<file path="config.mk">
export PLATFORM = sky130hd
export DESIGN_NAME = spi_xfer_ctrl_flat
export DESIGN_NICKNAME = d
export VERILOG_FILES = /design/src/rtl/spi_xfer_ctrl_if.sv /design/src/rtl/spi_xfer_ctrl.sv /design/src/flat_wrapper.sv
export SDC_FILE = /design/constraint.sdc
export NUM_CORES = 1
export LEC_CHECK = 0
export BUFFER_PORTS_ARGS = -buffer_cell sky130_fd_sc_hd__buf_4
export CORE_MARGIN = 2
export CORE_UTILIZATION = 55
export DETAILED_ROUTE_END_ITERATION = 16
export PLACE_DENSITY = 0.87
export SLEW_MARGIN = 20
export SYNTH_ARGS = -nofsm -noshare
export SYNTH_HDL_FRONTEND = slang
export SYNTH_SLANG_ARGS = --single-unit
</file>
<file path="constraint.sdc">
create_clock -name clk_in -period 2.4 [get_ports clk_in]
set_input_delay 0 -clock clk_in [delete_from_list [all_inputs] [get_ports clk_in]]
set_output_delay 0 -clock clk_in [all_outputs]
set_load 0.03 [all_outputs]
</file>
<file path="src/rtl/spi_xfer_ctrl_if.sv">
// Request/response handshake between two requesters and the shared SPI transfer controller.
interface spi_xfer_ctrl_if #(
   parameter int SIZE = 40
);
   logic [1:0]      req_valid;
   logic [SIZE-1:0] req_data0;
   logic [SIZE-1:0] req_data1;
   logic [1:0]      req_ready;
   logic [1:0]      rsp_valid;
   logic [SIZE-1:0] rsp_data;

   modport master (
      output req_valid, req_data0, req_data1,
      input  req_ready, rsp_valid, rsp_data
   );

   modport slave (
      input  req_valid, req_data0, req_data1,
      output req_ready, rsp_valid, rsp_data
   );
endinterface

</file>
<file path="src/rtl/spi_xfer_ctrl.sv">
// Round-robin arbiter sharing one MSB-first SPI mode-3 shift engine between two requesters.
// Define SPI_CS_PER_REQ_EN to give each requester its own chip select; otherwise cs_n_out is shared.
module spi_xfer_ctrl #(
   parameter int SIZE     = 40,
   parameter int DIV      = 4,
   parameter int CS_SETUP = 2,
   parameter int CS_HOLD  = 2,
   parameter int CS_IDLE  = 2
) (
   input  logic              clk_in,
   input  logic              rst_n_in,
   spi_xfer_ctrl_if.slave    bus,
   output logic              busy_out,
   output logic              sck_out,
`ifdef SPI_CS_PER_REQ_EN
   output logic [1:0]        cs_n_out,
`else
   output logic              cs_n_out,
`endif
   output logic              mosi_out,
   input  logic              miso_in
);

`ifdef SPI_CS_PER_REQ_EN
   localparam int CS_W = 2;
`else
   localparam int CS_W = 1;
`endif
   localparam int TMAX   = (CS_SETUP > CS_HOLD) ? ((CS_SETUP > CS_IDLE) ? CS_SETUP : CS_IDLE)
                                                : ((CS_HOLD > CS_IDLE) ? CS_HOLD : CS_IDLE);
   localparam int TMR_W  = $clog2(TMAX + 1);
   localparam int HALF_W = $clog2(DIV + 1);
   localparam int BIT_W  = $clog2(SIZE + 1);

   typedef enum logic [2:0] {IDLE, SETUP, SHIFT, HOLD, GAP} state_t;

   state_t            state_q, state_d;
   logic [SIZE-1:0]   tx_q, tx_d;
   logic [SIZE-1:0]   rx_q, rx_d;
   logic [SIZE-1:0]   rsp_data_q, rsp_data_d;
   logic [1:0]        rsp_valid_q, rsp_valid_d;
   logic [TMR_W-1:0]  tmr_q, tmr_d;
   logic [HALF_W-1:0] half_q, half_d;
   logic [BIT_W-1:0]  bit_q, bit_d;
   logic [CS_W-1:0]   cs_n_q, cs_n_d;
   logic              sck_q, sck_d;
   logic              mosi_q, mosi_d;
   logic              grant_q, grant_d;
   logic              rr_q, rr_d;
   logic [1:0]        ready;
   logic              win;

   // rr_q names the requester preferred on a tie: the one not granted last.
   always_comb begin
      ready = 2'b00;
      if (state_q == IDLE) begin
         if (bus.req_valid == 2'b11) ready = rr_q ? 2'b10 : 2'b01;
         else                        ready = bus.req_valid;
      end
   end

   assign win = ready[1];

   always_comb begin
      state_d     = state_q;
      tx_d        = tx_q;
      rx_d        = rx_q;
      rsp_data_d  = rsp_data_q;
      rsp_valid_d = 2'b00;
      tmr_d       = tmr_q;
      half_d      = half_q;
      bit_d       = bit_q;
      cs_n_d      = cs_n_q;
      sck_d       = sck_q;
      mosi_d      = mosi_q;
      grant_d     = grant_q;
      rr_d        = rr_q;
      unique case (state_q)
         IDLE: begin
            if (|ready) begin
               tx_d    = win ? bus.req_data1 : bus.req_data0;
               mosi_d  = tx_d[SIZE-1];
               grant_d = win;
               rr_d    = ~win;
               tmr_d   = '0;
`ifdef SPI_CS_PER_REQ_EN
               cs_n_d  = win ? 2'b01 : 2'b10;
`else
               cs_n_d  = 1'b0;
`endif
               state_d = SETUP;
            end
         end
         SETUP: begin
            if (tmr_q == TMR_W'(CS_SETUP - 1)) begin
               sck_d   = 1'b0;
               half_d  = '0;
               bit_d   = '0;
               state_d = SHIFT;
            end else begin
               tmr_d = tmr_q + 1'b1;
            end
         end
         SHIFT: begin
            // The last bit's high half belongs to SHIFT; HOLD starts where the next fall would be.
            if (half_q == HALF_W'(DIV - 1)) begin
               half_d = '0;
               if (!sck_q) begin
                  sck_d   = 1'b1;
                  rx_d    = rx_q << 1;
                  rx_d[0] = miso_in;
                  bit_d   = bit_q + 1'b1;
               end else if (bit_q == BIT_W'(SIZE)) begin
                  tmr_d   = '0;
                  state_d = HOLD;
               end else begin
                  sck_d  = 1'b0;
                  tx_d   = tx_q << 1;
                  mosi_d = tx_d[SIZE-1];
               end
            end else begin
               half_d = half_q + 1'b1;
            end
         end
         HOLD: begin
            if (tmr_q == TMR_W'(CS_HOLD - 1)) begin
               cs_n_d               = '1;
               mosi_d               = 1'b0;
               rsp_data_d           = rx_q;
               rsp_valid_d[grant_q] = 1'b1;
               tmr_d                = '0;
               state_d              = GAP;
            end else begin
               tmr_d = tmr_q + 1'b1;
            end
         end
         GAP: begin
            if (tmr_q == TMR_W'(CS_IDLE - 1)) state_d = IDLE;
            else                              tmr_d   = tmr_q + 1'b1;
         end
         default: state_d = IDLE;
      endcase
   end

   always_ff @(posedge clk_in or negedge rst_n_in) begin
      if (!rst_n_in) begin
         state_q     <= IDLE;
         tx_q        <= '0;
         rx_q        <= '0;
         rsp_data_q  <= '0;
         rsp_valid_q <= 2'b00;
         tmr_q       <= '0;
         half_q      <= '0;
         bit_q       <= '0;
         cs_n_q      <= '1;
         sck_q       <= 1'b1;
         mosi_q      <= 1'b0;
         grant_q     <= 1'b0;
         rr_q        <= 1'b0;
      end else begin
         state_q     <= state_d;
         tx_q        <= tx_d;
         rx_q        <= rx_d;
         rsp_data_q  <= rsp_data_d;
         rsp_valid_q <= rsp_valid_d;
         tmr_q       <= tmr_d;
         half_q      <= half_d;
         bit_q       <= bit_d;
         cs_n_q      <= cs_n_d;
         sck_q       <= sck_d;
         mosi_q      <= mosi_d;
         grant_q     <= grant_d;
         rr_q        <= rr_d;
      end
   end

   assign bus.req_ready = ready;
   assign bus.rsp_valid = rsp_valid_q;
   assign bus.rsp_data  = rsp_data_q;
   assign busy_out      = (state_q != IDLE);
   assign sck_out       = sck_q;
   assign cs_n_out      = cs_n_q;
   assign mosi_out      = mosi_q;

endmodule
</file>
<file path="src/flat_wrapper.sv">
// flat-port wrapper written by rule: the top's interface ports become plain ports
module spi_xfer_ctrl_flat 
#(
   parameter int SIZE     = 40,
   parameter int DIV      = 4,
   parameter int CS_SETUP = 2,
   parameter int CS_HOLD  = 2,
   parameter int CS_IDLE  = 2
)
  (clk_in, rst_n_in, busy_out, sck_out, cs_n_out, mosi_out, miso_in, bus_req_valid, bus_req_data0, bus_req_data1, bus_req_ready, bus_rsp_valid, bus_rsp_data);
  spi_xfer_ctrl_if #(.SIZE(SIZE)) bus_i ();
  input  logic clk_in;
  input  logic rst_n_in;
  output logic busy_out;
  output logic sck_out;
  output logic cs_n_out;
  output logic mosi_out;
  input  logic miso_in;
  input wire logic [$bits(bus_i.req_valid)-1:0] bus_req_valid;
  input wire logic [$bits(bus_i.req_data0)-1:0] bus_req_data0;
  input wire logic [$bits(bus_i.req_data1)-1:0] bus_req_data1;
  output wire logic [$bits(bus_i.req_ready)-1:0] bus_req_ready;
  output wire logic [$bits(bus_i.rsp_valid)-1:0] bus_rsp_valid;
  output wire logic [$bits(bus_i.rsp_data)-1:0] bus_rsp_data;
  assign bus_i.req_valid = bus_req_valid;
  assign bus_i.req_data0 = bus_req_data0;
  assign bus_i.req_data1 = bus_req_data1;
  assign bus_req_ready = bus_i.req_ready;
  assign bus_rsp_valid = bus_i.rsp_valid;
  assign bus_rsp_data = bus_i.rsp_data;
  spi_xfer_ctrl #(.SIZE(SIZE), .DIV(DIV), .CS_SETUP(CS_SETUP), .CS_HOLD(CS_HOLD), .CS_IDLE(CS_IDLE)) u_core (.clk_in(clk_in), .rst_n_in(rst_n_in), .bus(bus_i), .busy_out(busy_out), .sck_out(sck_out), .cs_n_out(cs_n_out), .mosi_out(mosi_out), .miso_in(miso_in));
endmodule
</file>
# ---- Word level (Yosys, flattened, before mapping)
# Cells that the tools add are included.
dict set report classes {
  addsub 3
  order_cmp 2
  n_eq_ne 18
  mux 47
  n_bitwise 2
  n_reduce_logical 21
}
# op count
set op_table {}
lappend op_table {{39-bit two-way mux} 4}
lappend op_table {{39-bit case mux with 2 select lines} 1}
lappend op_table {{40-bit two-way mux} 1}
lappend op_table {{3-bit two-way mux} 8}
lappend op_table {{2-bit two-way mux} 11}
lappend op_table {{6-bit two-way mux} 3}
lappend op_table {{3-bit case mux with 5 select lines} 1}
lappend op_table {{2-bit by 1-bit inequality test with 1-bit output, second input constant} 6}
lappend op_table {{6-bit case mux with 2 select lines} 1}
lappend op_table {{6-bit AND reduction} 2}
lappend op_table {{1-bit two-way mux} 11}
lappend op_table {{3-bit by 2-bit equality test with 1-bit output, second input constant} 3}
lappend op_table {{3-bit AND reduction} 3}
lappend op_table {{2-bit inequality test, second input constant} 4}
lappend op_table {{2-bit case mux with 4 select lines} 1}
lappend op_table {{7-bit AND reduction} 1}
lappend op_table {{6-bit by 1-bit adder with 6-bit output, second input constant} 1}
lappend op_table {{6-bit equality test, second input constant} 1}
lappend op_table {{3-bit case mux with 2 select lines} 1}
lappend op_table {{2-bit AND reduction} 3}
lappend op_table {{2-bit nonzero test} 3}
lappend op_table {{3-bit nonzero test} 2}
lappend op_table {{5-bit AND reduction} 1}
lappend op_table {{1-bit case mux with 2 select lines} 2}
lappend op_table {{16 further kinds} 18}
dict set report word_totals {
  regBits 140
  input_bits 85
  output_inout_bits 48
  wordCells 106
}

# ---- Logic depth before layout (Yosys ltp)
# Gate-level depths: netlist of run 1.
dict set report logic_depth {
  word_depth 6
  depth_mapped 8
  mapped_depth_nobuf 6
}

# ---- Worst setup path before layout of run 1
# No wires, ideal clock.
dict set report synth_path {
  path_kind {register to register}
  startpoint {register u_core.bit_q[0]}
  endpoint {register u_core.tx_q[13]}
  setup_time_ns 0.125
  arrival_time_ns 1.848
  t_required_ns 2.275
  setup_slack_ns 0.427
  stages_incl_launch_ff 9
  path_buffers 2
  period_less_slack_ns 1.973
  cell_sequence {dfrtp_1 inv_1 ha_1 and4bb_2 a211oi_4 or2_2 buf_6 buf_8 mux2_4}
}
dict set report synth_between {
  elab_chain_cells 3
}
# element line_no
set synth_lines {}
lappend synth_lines {{start, declared} spi_xfer_ctrl.sv:44} ;# logic [BIT_W-1:0] bit_q, bit_d;
lappend synth_lines {{start signal, assigned} spi_xfer_ctrl.sv:168} ;# bit_q <= bit_d;
lappend synth_lines {{6-bit equality test} spi_xfer_ctrl.sv:113} ;# end else if (bit_q == BIT_W'(SIZE)) begin
lappend synth_lines {{2-bit inequality test (no line)} --}
lappend synth_lines {{5-bit AND reduction (no line)} --}
lappend synth_lines {{end signal, assigned} spi_xfer_ctrl.sv:162} ;# tx_q <= tx_d;
lappend synth_lines {{end, declared} spi_xfer_ctrl.sv:38} ;# logic [SIZE-1:0] tx_q, tx_d;
# Every way passes these cells.
# A chain may end at the register's enable or synchronous reset.

# ---- Final worst setup path of run 1
dict set report layout_path {
  startpoint {register u_core.bit_q[0]}
  endpoint {register u_core.tx_q[35]}
}
# The elaborated chain is that of the path after synthesis.

==> results of run 1 <==
[worst min-delay path, cell delays in order]
cell and delay, ps:
buf_4 80, and2_1 110, a221o_1 120, mux2_2 130
[logic make-up (layout without fill, tap and decap cells)]
| group | count (synthesis) | after routing | share of synthesized area [%] |
|---|---|---|---|
| AOI/OAI and AO/OA | 65 | 65 | 8.42 |
| xor gates and xnor gates | 6 | 6 | 0.784 |
| muxes | 120 | 120 | 20.6 |
| buffers and inverters | 52 | 197 | 3.53 |
| DFF | 140 | 140 | 52.3 |
| adders and majority gates | 5 | 5 | 0.933 |
| and+or+nand+nor | 174 | 174 | 13.5 |
[per-stage QoR]
step / cell area [um2] / utilization [%]
final: 8620 / 72.0
after global routing: 8620 / 72.0
after CTS: 8620 / 72.0
after detailed placement: 7870 / 65.8
after global placement: 7870 / 65.8
after floorplan: 6700 / -
[cells in the final DEF, fill, tap and decap left out, drive strengths merged, types with 3 or more instances in the layout]
| master | n |
|---|---|
| buf | 148 |
| dfrtp | 138 |
| mux2 | 118 |
| nand2 | 48 |
| nor3 | 43 |
| and2 | 39 |
| a221o | 37 |
| clkbuf | 18 |
| nor2 | 13 |
| inv | 11 |
| dlygate4sd3 | 8 |
| nand3 | 7 |
| a21oi | 6 |
| o21ai | 6 |
| bufinv | 6 |
| ha | 5 |
| clkinv | 5 |
| a31oi | 4 |
| nor3b | 4 |
| nand2b | 3 |
| nand3b | 3 |
| xnor2 | 3 |
| xor2 | 3 |
| nor2b | 3 |
[state kept, by name (all words and copies together) (netlist names)]
register              cells
u_core.bit_q              6
u_core.bus.rsp_data      40
u_core.bus.rsp_valid      2
u_core.cs_n_out           1
u_core.grant_q            1
u_core.half_q             3
u_core.mosi_out           1
u_core.rr_q               1
u_core.rx_q              40
u_core.sck_out            1
u_core.state_q            3
u_core.tmr_q              2
u_core.tx_q              39
[worst max-delay path by stage]
stage / end / cells after the start / startpoint
3_5_place_dp: u_core.tx_q[35] / 7 / u_core.bit_q[0]
4_1_cts: u_core.tx_q[35] / 7 / u_core.bit_q[0]
3_3_place_gp: u_core.tx_q[26] / 7 / u_core.bit_q[0]
5_1_grt: u_core.tx_q[35] / 7 / u_core.bit_q[0]
2_1_floorplan: u_core.tx_q[13] / 8 / u_core.bit_q[0]
6_report: u_core.tx_q[35] / 7 / u_core.bit_q[0]
[layout make-up]
| class | instances | area [um2] | area share (%) |
|---|---|---|---|
| Tap cell | 147 | 184 | 2.13 |
| Clock buffer | 18 | 429 | 4.98 |
| Inverter | 9 | 33.8 | 0.392 |
| Multi-Input combinational cell | 370 | 2980 | 34.5 |
| Timing Repair Buffer | 156 | 1240 | 14.4 |
| Clock inverter | 14 | 241 | 2.80 |
| Sequential cell | 140 | 3510 | 40.7 |
[per-layer routing]
layer / track usage, % / share of wire [%]
met4: 9.92 / 2.1
met1: 31.3 / 43
met2: 38.9 / 49
met5: 0 / 0
met3: 5.77 / 6.0
[repair_timing]
item	CTS	global route
buffers inserted	0	0
endpoints found under the hold margin	70	0
resized for setup	0	0
endpoints found under the setup margin	0	0
hold buffers	8	0
[power breakdown]
group          switching (mW)  internal [mW]  total (mW)
combinational           0.121          0.152       0.273
clock                    1.00           1.96        2.96
sequential             0.0173           2.39        2.41
total                    1.14           4.50        5.64
==> results, run 1 <==
- The data arrival time of the critical path is 2540 ps.
- The peak ir drop on the vdd network is 552 uV.
- Port buffering added 132 buffers.
- The aggregate routed wire length is 15100 um.
- The number of slew-limit violations in the final report came to 0.
- 133 I/O pins were placed.
- The detailed-route via count is 4970.
- The flow ran to the end, and the final reports show no timing, DRC or antenna violations.
- The cell family contributing the most delay on the critical path is simple AND/OR/NAND/NOR gates.
- The leading cell type by number of instances after synthesis is dfrtp_1.
- For this run, the post-layout net count is 784.
- The launch point of the worst reg-to-reg path is u_core.bit_q[0].
- The detailed-routing iteration count for the pre-antenna-repair pass is 4.
- The net count after synthesis is 652.
- The number of clock sinks seen by CTS is 140.
- Counting along the longest clock path gives a buffer depth of 2.
- The vias per cell is 5.82.
- The floorplan step set the die height to 114 um.
- For this run, the total global-route usage over all layers was measured as 24.1%.
- The setup slack of the critical path after layout is 150 ps.
- At the end of routability-driven placement, the weighted congestion stood at 0.839.
- The transition time at the pin with the least slew margin is 644 ps.
- The ratio of cells with drive above 1 in the final layout is 43.8%.
- The total placed cells including tap cells is 814.
- The antenna diode instance count is 0.
- The proportion of register bits with asynchronous set or reset after synthesis is 100%.
- The overflow left after global routing is 0.
- The length in cells of the worst reg-to-reg path is 7.
- Yosys printed 0 warnings.
- The fill cell instance count of the final layout is 777.
- In this run the power density over the cells is 654 nW/um2.
- Static timing analysis puts the maximum clock frequency at 0.444 GHz.
- The final number of setup-violating endpoints is 0.
- In this run the tightest slew margin relative to its limit is 57.1%.
- Counting both buffers and inverters, the worst setup path holds a total of 2.
- The average routed wire per standard cell is 17.6 um.
- The TritonCTS buffer count is 17.
- The cell taking the most area after synthesis is dfrtp_1.
- The kind of end point of the critical path is a flop.
- The endpoint required time on the critical path is 2690 ps.
- Setup repair after global routing left no endpoint under its margin.
- The worst register-to-register path has a setup slack of 150 ps.
- After synthesis, the most frequently instantiated cells are 138 x dfrtp_1, 110 x mux2_2, 48 x nand2_1, 42 x nor3_1, 37 x a221o_1.
- The placement-stage worst setup slack is 174 ps.
- The overall power of the completed layout is 5.64 mW.
- In this design, the stage delay of the slowest critical-path cell is 410 ps.
- The clock latency on the worst-skew pair is 420 ps.
- The worst register-to-register path ends at u_core.tx_q[35].
- The hold path depth is 4.
- The clock-pin slew on the worst setup and hold paths is 60 ps.
- The final critical path takes up 93.7% of the cycle.
- The critical path startpoint category is a flop.
- The critical path in this run is classified as flop to flop.
- The startpoint identified for the worst hold timing path is bus_req_data0[23].
- The tightest hold path in the finished design has a slack of 56.5 ps.
- The path class of the tightest hold or removal check is input port to flop.
- The cell area that synthesis handed to floorplanning was 6700 um2.
- The share of synthesized area in the top cell type comes to 51.5%.
- The flip-flop and latch count after synthesis is 140.
- The cell count after synthesis is 562.
- The standard cell core area is 12000 um2.
- The HPWL after detailed placement is 9610 um.
- Yosys attributes the largest share of cell area to dfrtp_1 52%, mux2_2 18%, a221o_1 5.5%, nor3_1 3.1%, and2_0 3.0%.
- The post-synthesis area per instance is 11.9 um2.
- The number of synthesized flops with an enable pin is 0.
- For this run, the number of standard cells in the final layout without fillers is 854.
- CTS built an H-tree with a depth of 4.
- Counting I/O delays and the setup requirement, the final critical path takes 2250 ps.
- The max-capacitance violation count is 0.
- The via count of the first global-routing pass is 5086.
- The master of the slowest instance on the critical path is dfrtp_1.
- The final sum of negative setup slack is 0 ps.
- TritonCTS built the clock tree.
- In this run, distinct cell masters in the synthesized netlist total 49.
- The overall die width is 114 um.
- The count of endpoints failing hold in the final timing report was 0.
- The detailed router finished its first iteration with 461 violations.
- The total die area is 13100 um2.
- The number of antenna violations at the first check in global routing is 0.
- The area growth from synthesis to layout is 28.5%.
- The maximum net fanout on the critical path is 24.
- The path with the worst hold slack has its endpoint at u_core.tx_q[23].
- The initial cell density of the core is 56.0%.
- Summing the sequential cell areas from Yosys gives 52.3% of the chip area.
- For the final database, setup skew stands at 8.93 ps.
- The floorplan has 40 rows.
- In the routed design, unresolved DRC markers number 0.
- The clock tree root buffer cell is clkbuf_16.
- The count of nets left with antenna violations once routing finished came out at 0.
- For this design the static power due to leakage is 4.28 nW.
- The first global-routing pass estimated 24900 um of wire.
- Among all flip-flop cells after synthesis, the most frequent one is dfrtp_1.
- The critical path goes through inv_1 -> ha_1 -> and4bb_2 -> a211oi_4 -> or2_2 -> buf_12 -> mux2_2.
- The maximum number of pins on one net before global-route repair is 68.
Power figures use the tool's default switching activity.
==> run 2: changes to the inputs <==
--- a/config.mk
+++ b/config.mk
@@ -6,6 +6,7 @@
 export NUM_CORES = 1
 export LEC_CHECK = 0
 export BUFFER_PORTS_ARGS = -buffer_cell sky130_fd_sc_hd__buf_4
+export CORE_ASPECT_RATIO = 0.9
 export CORE_MARGIN = 2
 export CORE_UTILIZATION = 55
 export DETAILED_ROUTE_END_ITERATION = 16
==> run 2 against run 1 <==
Effect of this change:
- sequential cell count did not move
- power is 5.2% lower
- fmax shrank 2.7%
- final area shrank 0.57%
- cell count rose by 1.4%
==> results, run 2 (synthesis results as in run 1) <==
- The flow ran to the end, and the final reports show no timing, DRC or antenna violations.
- Summing internal, switching and leakage power gives 5.35 mW.
- The switching power share of the total is 21.4%.
- Row generation in the floorplan step produced 38 rows.
- The net switching power is 1.15 mW.
- The maximum net fanout on the critical path is 40.
- The worst-case IR drop observed on VDD is 620 uV.
- The internal power is 4.20 mW.
- The final weighted congestion of routability-driven global placement is 0.849.
- The number of buffers and inverters on the critical path is 3.
- With fillers left out, the area of the finished cells amounts to 8570 um2.
- In this design, the largest share of critical-path delay is due to buffers and inverters.
- The count of endpoints failing hold in the final timing report is 0.
- In the global route stage, met2 resource usage came out at 40.7%.
- After detailed routing, the number of remaining DRC violations is 0.
- The longest clock path from root to sink contains 2 buffers.
- The average routed wire per standard cell is 17.5 um.
- The max-capacitance violation count is 0.
- After the last flow step, the layout net total stands at 785.
- The endpoint required time on the critical path is 2680 ps.
- The standard cell core area is 12000 um2.
- The master of the slowest instance on the critical path is dlygate4sd3_1.
- The ratio of total power to cell area is 624 nW/um2.
- Global routing finished with a remaining overflow of 0.
- The number of antenna violations at the first check in global routing is 0.
- Cells with a size suffix above 1 make up 43.9% of the layout.
- The placed standard-cell area is 7880 um2.
- Counting tap cells, the placed design contains a total of 828 instances.
- The commonest non-fill, non-tap cell in the layout is buf_4.
- The final sum of negative setup slack is 0 ps.
- The tightest hold path in the finished design has a slack of 58.9 ps.
- TritonCTS built the clock tree.
- CTS saw 140 sinks.
- The DRC marker count from the first detailed-route iteration is 394.
- The min-delay analysis places its worst path in the category input port to flop.
- The post-route core utilization is 71.5%.
- On the final layout, the worst clock skew is 8.34 ps.
- The H-tree depth is 4.
- The kind of end point of the critical path is a flop.
- Buffers placed on the I/O ports in this run total 132.
- After detailed routing, the total wire length is 15200 um.
- The tree is rooted in a clkbuf_16.
- The signal on the critical path passes through nor3_4 -> inv_1 -> buf_4 -> o31ai_1 -> a21o_1 -> dlygate4sd3_1 -> a2bb2oi_1.
- The data arrival time of the critical path is 2590 ps.
- 133 I/O pins were placed.
- The met3 global-route usage is 6.07%.
- The TritonCTS buffer count is 17.
- Based on the critical path, the design can be clocked at up to 0.432 GHz.
- The die covers 13100 um2.
- Setup slack closes at 87.8 ps.
- Global routing consumed, on the met1 layer, 30.7% of the routing resources.
- The routing layer with the top usage in global route is met2.
- Combinational logic burns 5.1% of the power.
- Prior to clock tree synthesis, the placed netlist has a worst setup slack of 310 ps.
- The leakage component of the power is 4.23 nW.
- The antenna diode instance count is 0.
- Dividing the final minimum period by the clock period gives 96.3%.
- Fill cells in the final layout number 797.
- The peak per-stage delay on the critical path is 550 ps.
- The critical path startpoint category is a flop.
- The relative max-transition margin is 64.6%.
- The final antenna-violating net count is 0.
- The clock network power share is 49.9%.
- The worst path needs 2310 ps of the cycle, external delays included.
- Leaving out fill and tap cells, the most frequent cells in the layout are 145 x buf_4, 138 x dfrtp_1, 110 x mux2_2, 47 x nand2_1, 42 x nor3_1.
- The via count of the first global-routing pass is 4981.
- After detailed routing, the number of vias per cell comes to 5.64.
- The final number of setup-violating endpoints is 0.
- The overall die width is 120 um.
- The area growth from synthesis to layout is 27.8%.
- The pre-antenna-repair detailed-routing pass consisted of 4 iterations.
- The global-route usage over all layers is 24.1%.
- The total half-perimeter wirelength after legalization and detailed placement is 9710 um.
- The number of slew-limit violations in the final report came to 0.
- The share of power burned in registers is 45.0%.
- For the pin with the worst max-slew slack, the measured transition is 530 ps.
- From bottom edge to top edge, the die measures 109 um.
- For this configuration, the core starts out at a cell density of 56.0%.
- The detailed router placed 4883 vias in this run.
- After clock tree synthesis, the clock-pin slew on the worst setup and hold paths is 60 ps.
- Entering global routing, the biggest net connects 58 pins.
- The category of the most critical setup path is flop to flop.
- The post-layout instance count excluding filler cells is 866.
- The clock latency on the worst-skew pair is 420 ps.
- The wire length of the first global-routing pass is 24900 um.
==> run 2: cell count changes in the layout (fill, tap and decap cells not counted), sizes merged <==
cell / change
buf: +1
bufinv: -3
clkinvlp: +2
clkinv: -1
==> run 2: what timing repair did <==
action | in CTS | in global routing
setup endpoints to repair | 0 | 1
resized for setup | 0 | 1
setup buffers | 0 | 0
hold endpoints to repair | 60 | 0
hold buffers | 8 | 0
==> run 2: final cells by class <==
| type | count | area [um2] | area share [%] |
|---|---|---|---|
| sequential | 140 | 3510 | 40.9 |
| multi-input combinational | 370 | 2980 | 34.8 |
| timing repair buffer | 157 | 1240 | 14.5 |
| clock buffer | 18 | 439 | 5.13 |
| tap | 160 | 200 | 2.34 |
| clock inverter | 12 | 165 | 1.93 |
| inverter | 9 | 33.8 | 0.394 |
==> run 2: path summary, 6_finish.rpt <==
path                                   start                      end  slack, ps  cells after the start
max reg2reg                u_core.state_q[1]          u_core.mosi_out         90                      7
max in group asynchronous           rst_n_in          u_core.rx_q[30]       1480                      3
min reg2reg                   u_core.grant_q  u_core.bus.rsp_valid[0]        420                      1
max                        u_core.state_q[1]          u_core.mosi_out         90                      7
min in group asynchronous           rst_n_in          u_core.tx_q[29]        100                      2
min                        bus_req_data0[26]          u_core.tx_q[26]         60                      4
==> run 2: layer usage <==
layer	part of all wire [%]	wire, um	up-vias
met5	0	0	-
met4	1.2	184	0
met3	7.2	1090	19
met2	50	7520	181
met1	42	6360	2410
li1	-	-	2273
==> run 2: worst register-to-register path, stage by stage, from the launching register on <==
cell           delay [ps]
dfrtp_1               430
nor3_4                290
inv_1                 100
buf_4                 280
o31ai_1               310
a21o_1                150
dlygate4sd3_1         550
a2bb2oi_1              60
==> run 2: power by group through the flow <==
stage          logic, mW  registers, mW  clock network, mW
6_report           0.272           2.41               2.67
4_1_cts            0.275           2.41               2.71
3_5_place_dp       0.263           2.45                  0
3_3_place_gp       0.255           2.45                  0
2_1_floorplan     0.0816           2.45                  0
5_1_grt            0.298           2.41               2.81
